$ cat src/rtl/exec_sequencer.sv
// Sequences one instruction: register read, ALU execute, writeback, done pulse.
// Latency: start sampled at edge N -> rf_we in N+3, done in N+4, IDLE again in N+5.
// Backpressure: none; start is only honoured in IDLE, abort cancels at any point.
module exec_sequencer #(
  parameter int DATA_W = 4,
  parameter int CNT_W  = 8
) (
  input  logic              clk,
  input  logic              rst,
  input  logic              start,
  input  logic              abort,
  input  logic [15:0]       instruction,
  output logic              busy,
  output logic              done,
  output logic [2:0]        pst,
  output logic [3:0]        rf_raddr1,
  output logic [3:0]        rf_raddr2,
  input  logic [DATA_W-1:0] rf_rdata1,
  input  logic [DATA_W-1:0] rf_rdata2,
  output logic              rf_we,
  output logic [3:0]        rf_waddr,
  output logic [DATA_W-1:0] rf_wdata,
  output logic [3:0]        alu_op,
  output logic [DATA_W-1:0] alu_a,
  output logic [DATA_W-1:0] alu_b,
  input  logic [DATA_W-1:0] alu_result,
  output logic [DATA_W-1:0] result,
  output logic              zero,
  output logic [CNT_W-1:0]  exec_count
);

  typedef enum logic [2:0] {
    IDLE = 3'd0,
    READ = 3'd1,
    EXEC = 3'd2,
    WB   = 3'd3,
    DONE = 3'd4
  } state_t;

  state_t            state;
  state_t            state_nxt;
  logic [15:0]       ir;
  logic [DATA_W-1:0] wb_data;
  logic [DATA_W-1:0] imm;
  logic              is_nop;
  logic              is_ldi;

  assign is_nop = (ir[15:12] == 4'hF);
  assign is_ldi = (ir[15:12] == 4'hE);
  // LDI immediate is zero-extended or truncated to the datapath width
  assign imm    = DATA_W'(ir[11:8]);

  // Datapath outputs are pure functions of the held instruction and read data
  assign pst       = state;
  assign rf_raddr1 = ir[11:8];
  assign rf_raddr2 = ir[7:4];
  assign alu_op    = ir[15:12];
  assign alu_a     = rf_rdata1;
  assign alu_b     = rf_rdata2;
  assign rf_waddr  = ir[3:0];
  assign rf_wdata  = wb_data;

  // Next-state and strobe decode; abort overrides everything and kills the strobes
  always_comb begin
    state_nxt = IDLE;
    rf_we     = 1'b0;
    done      = 1'b0;
    case (state)
      IDLE: state_nxt = start ? READ : IDLE;
      READ: state_nxt = EXEC;
      EXEC: state_nxt = WB;
      WB: begin
        state_nxt = DONE;
        rf_we     = !is_nop;
      end
      DONE: begin
        done      = 1'b1;
        state_nxt = IDLE;
      end
      default: state_nxt = IDLE;
    endcase
    if (abort) begin
      state_nxt = IDLE;
      rf_we     = 1'b0;
      done      = 1'b0;
    end
  end

  // State register with registered busy flag derived from the upcoming state
  always_ff @(posedge clk) begin
    if (rst) begin
      state <= IDLE;
      busy  <= 1'b0;
    end else begin
      state <= state_nxt;
      busy  <= (state_nxt != IDLE);
    end
  end

  // Instruction latch on accepted start, and writeback value capture at end of EXEC
  always_ff @(posedge clk) begin
    if (rst) begin
      ir      <= '0;
      wb_data <= '0;
    end else begin
      if (state == IDLE && start && !abort)
        ir <= instruction;
      if (state == EXEC && !abort)
        wb_data <= is_ldi ? imm : alu_result;
    end
  end

  // Architectural result, zero flag and completion counter
  always_ff @(posedge clk) begin
    if (rst) begin
      result     <= '0;
      zero       <= 1'b1;
      exec_count <= '0;
    end else begin
      if (rf_we) begin
        result <= wb_data;
        zero   <= (wb_data == '0);
      end
      if (done)
        exec_count <= exec_count + CNT_W'(1);
    end
  end

endmodule

$ cat config.mk
export PLATFORM = sky130hd
export DESIGN_NAME = exec_sequencer
export DESIGN_NICKNAME = d
export VERILOG_FILES = /design/src/rtl/exec_sequencer.sv
export SDC_FILE = /design/constraint.sdc
export NUM_CORES = 1
export LEC_CHECK = 0
export CORE_MARGIN = 4
export CORE_UTILIZATION = 40
export CTS_CLUSTER_DIAMETER = 100
export DETAILED_ROUTE_END_ITERATION = 10
export PLACE_DENSITY = 0.79
export SETUP_SLACK_MARGIN = 0.2
export SLEW_MARGIN = 20
export SYNTH_ARGS = -nofsm -noshare
export SYNTH_HDL_FRONTEND = slang
export SYNTH_SLANG_ARGS = --single-unit
export TNS_END_PERCENT = 30
$ cat constraint.sdc
create_clock -name clk -period 2.2 [get_ports clk]
set_clock_uncertainty 0.15 [all_clocks]
set_input_delay 0.33 -clock clk [delete_from_list [all_inputs] [get_ports clk]]
set_output_delay 0.33 -clock clk [all_outputs]
set_load 0.01 [all_outputs]
==> metrics.csv <==
metric,value,unit
#FFs+latches synth,37,
"area leader, netlist",dfxtp_1,
Final setup viols,0,
TritonRoute pass-1 iters,4,
DRC Markers,0,
clk sinks,37,
first-pass GRT wire length,6730,µm
setup TNS,0,ps
die height,71.7,µm
layout net count,280,
Synth Cell Area,1620,µm²
Worst-Margin Slew,504,ps
Rel. slew slack,66.4,%
CTS tree,done,
sequential-to-total area share from yosys stat,45.7,%
gr ovfl total,0,
HPWL after DPL,2860,µm
Routed WL,4020,µm
Hold Buf Count CTS,0,
Synth Flop Type,dfxtp_1,
run status,finished clean,
Vias/cell,5.20,
Critical Path RT,2260,ps
CTS Root Cell,clkbuf_8,
Initial Util,42.7,%
YS warnings,0,
CORE AREA,3800,µm²
Die Area,5140,µm²
clock latency on the worst-skew pair,280,ps
vias in the first global route,1519,
die width,71.7,µm
"Reg clk slew, reported paths",70,ps
power density cells,551,nW/µm²
Final Hold Violating Endpoints,0,
Layout area overhead,47.4,%
fraction of layout cells with a size suffix above 1,12.5,%
Register Area,742,µm²
Multi-input gate area,759,µm²
Post-synth EDFFs,0,
final period utilization,93.2,%
post-synthesis instance total,187,
I/O pin cnt,79,
Filler Cell Count,346,
Max H-tree Level,2,
Slew Limit Fails,0,
CP Data Arrival Time,2120,ps
largest net degree at the start of global routing,39,
syn_area_per_cell,8.67,µm²
Synth cell types,34,
Final Power,1.32,mW
RSZ-0062 raised after global routing,true,
antenna-violating nets left,0,
CP Launch Type,flop,
routability cong.,0.693,
number of buffers created by CTS,5,
via count,1540,
IO Port Bufs,62,
Hold Path Class,input pin to flop,
# rows,22,
Area contributors post-synth,"dfxtp_1 46%, a21oi_1 8.0%, nand3_1 7.4%",
Hold WS,275,ps
ys async rst share,0,%
max-cap violations,0,
ant diodes,0,
CP endpoint kind,flop,
Tot GR Track Use,16.3,%
Max IR drop VDD,345,µV
initial antenna violation count,0,
LEAKAGE,0.860,nW
minimum clock period,2050,ps
crit-path max FO,12,
FMAX,488,MHz
Mapped Nets,220,
R2R Setup Slk,150,ps
Setup Crit Path Kind,flop to flop,
top cell type's share of synthesized area,45.7,%
Max clock buf depth,2,
Initial DRC Count,40,
mean routed wirelength per cell,13.6,µm
-- registers in the layout (all words and copies together), names as in the netlist --
signal      flops
ir             16
pst             3
zero            1
exec_count      8
rf_wdata        4
result          4
busy            1
-- metrics by stage --
step / instance area [µm²] / std cells / worst slack [ps] / util, %
finish: 2390 / 296 / 150 / 62.9
global route: 2390 / 296 / 58.2 / 62.9
CTS: 2370 / 296 / 116 / 62.5
detailed placement: 2280 / 287 / -357 / 59.9
global placement: 2280 / 287 / -355 / 59.9
floorplan: 1620 / 187 / 281 / -
-- cells in the mapped netlist (all sizes together) (4+ instances only) --
cell type / n
a211oi: 4
a21oi: 26
mux2i: 4
nor4: 4
buf: 13
dfxtp: 37
clkbuf: 10
nand3: 24
or3: 4
o21ai: 24
nor2: 9
-- worst paths after layout --
kind / cells after the start / to / from
worst max-delay path: 5 / exec_count[6]$_SDFFE_PP0P_ / pst[1]$_SDFF_PP0_
worst min-delay path: 3 / pst[1]$_SDFF_PP0_ / abort
worst max register to register: 5 / exec_count[6]$_SDFFE_PP0P_ / pst[1]$_SDFF_PP0_
worst min register to register: 2 / ir[5]$_SDFFE_PP0P_ / ir[5]$_SDFFE_PP0P_
-- cell type report --
class	instances	share of cell area, %
Multi-Input combinational cell	124	31.8
Sequential cell	37	31.0
Timing Repair Buffer	76	30.7
Clock buffer	8	3.35
Tap cell	48	2.51
Inverter	3	0.576
-- kinds of logic (layout without fill, tap and decap cells) --
family | count (synthesis) | after routing | synth area share [%]
AOI/OAI and AO/OA | 58 | 58 | 19.2
xor gates and xnor gates | 2 | 2 | 1.08
adders and majority gates | 1 | 1 | 0.771
buffers and inverters | 26 | 87 | 9.10
DFF | 37 | 37 | 45.7
muxes | 5 | 5 | 3.16
and+or+nand+nor | 58 | 58 | 21.0
-- cell usage in the layout (no fill, tap or decap), types with 2 or more instances in the layout --
| cell | synthesis | routed |
|---|---|---|
| clkdlybuf4s50_1 | 0 | 59 |
| dfxtp_1 | 37 | 36 |
| a21oi_1 | 26 | 26 |
| o21ai_0 | 24 | 24 |
| nand3_1 | 24 | 24 |
| buf_4 | 9 | 12 |
| nor2_1 | 9 | 8 |
| clkbuf_8 | 0 | 5 |
| or3_1 | 4 | 4 |
| mux2i_1 | 4 | 4 |
| a211oi_1 | 4 | 4 |
| nand2_1 | 3 | 3 |
| nor4_1 | 4 | 3 |
| clkbuf_1 | 10 | 3 |
| inv_1 | 3 | 2 |
| xnor2_1 | 2 | 2 |
| nor2b_1 | 2 | 2 |
| o31ai_1 | 2 | 2 |
| or4_1 | 2 | 2 |
| buf_2 | 1 | 2 |
-- power by group --
part           internal, mW  switching [mW]
clock                 0.225           0.227
combinational        0.0943          0.0724
sequential            0.687          0.0116
total                  1.01           0.311
-- layer usage --
layer / up-vias / share of wire, % / track usage (%) / wire [µm]
met1: 692 / 41 / 17.8 / 1640
li1: 789 / - / - / -
met3: 10 / 11 / 8.27 / 444
met4: 0 / 1.6 / 6.89 / 64
met2: 49 / 47 / 26.6 / 1870
met5: - / 0 / 0 / 0
-- what timing repair did --
| action | in CTS | in global routing |
|---|---|---|
| pin swaps | 2 | 1 |
| gates resized for setup | 15 | 3 |
| cloned | 0 | 0 |
| setup buffers | 1 | 0 |
| setup endpoints to repair | 5 | 5 |
-- worst max-delay path, cell delays in order (launching register included) --
cell and delay [ps]:
dfxtp_2 330, buf_4 140, or4b_4 560, buf_6 160, or4_1 490, a21oi_1 150
No activity file was read; power rests on OpenSTA's default activity.
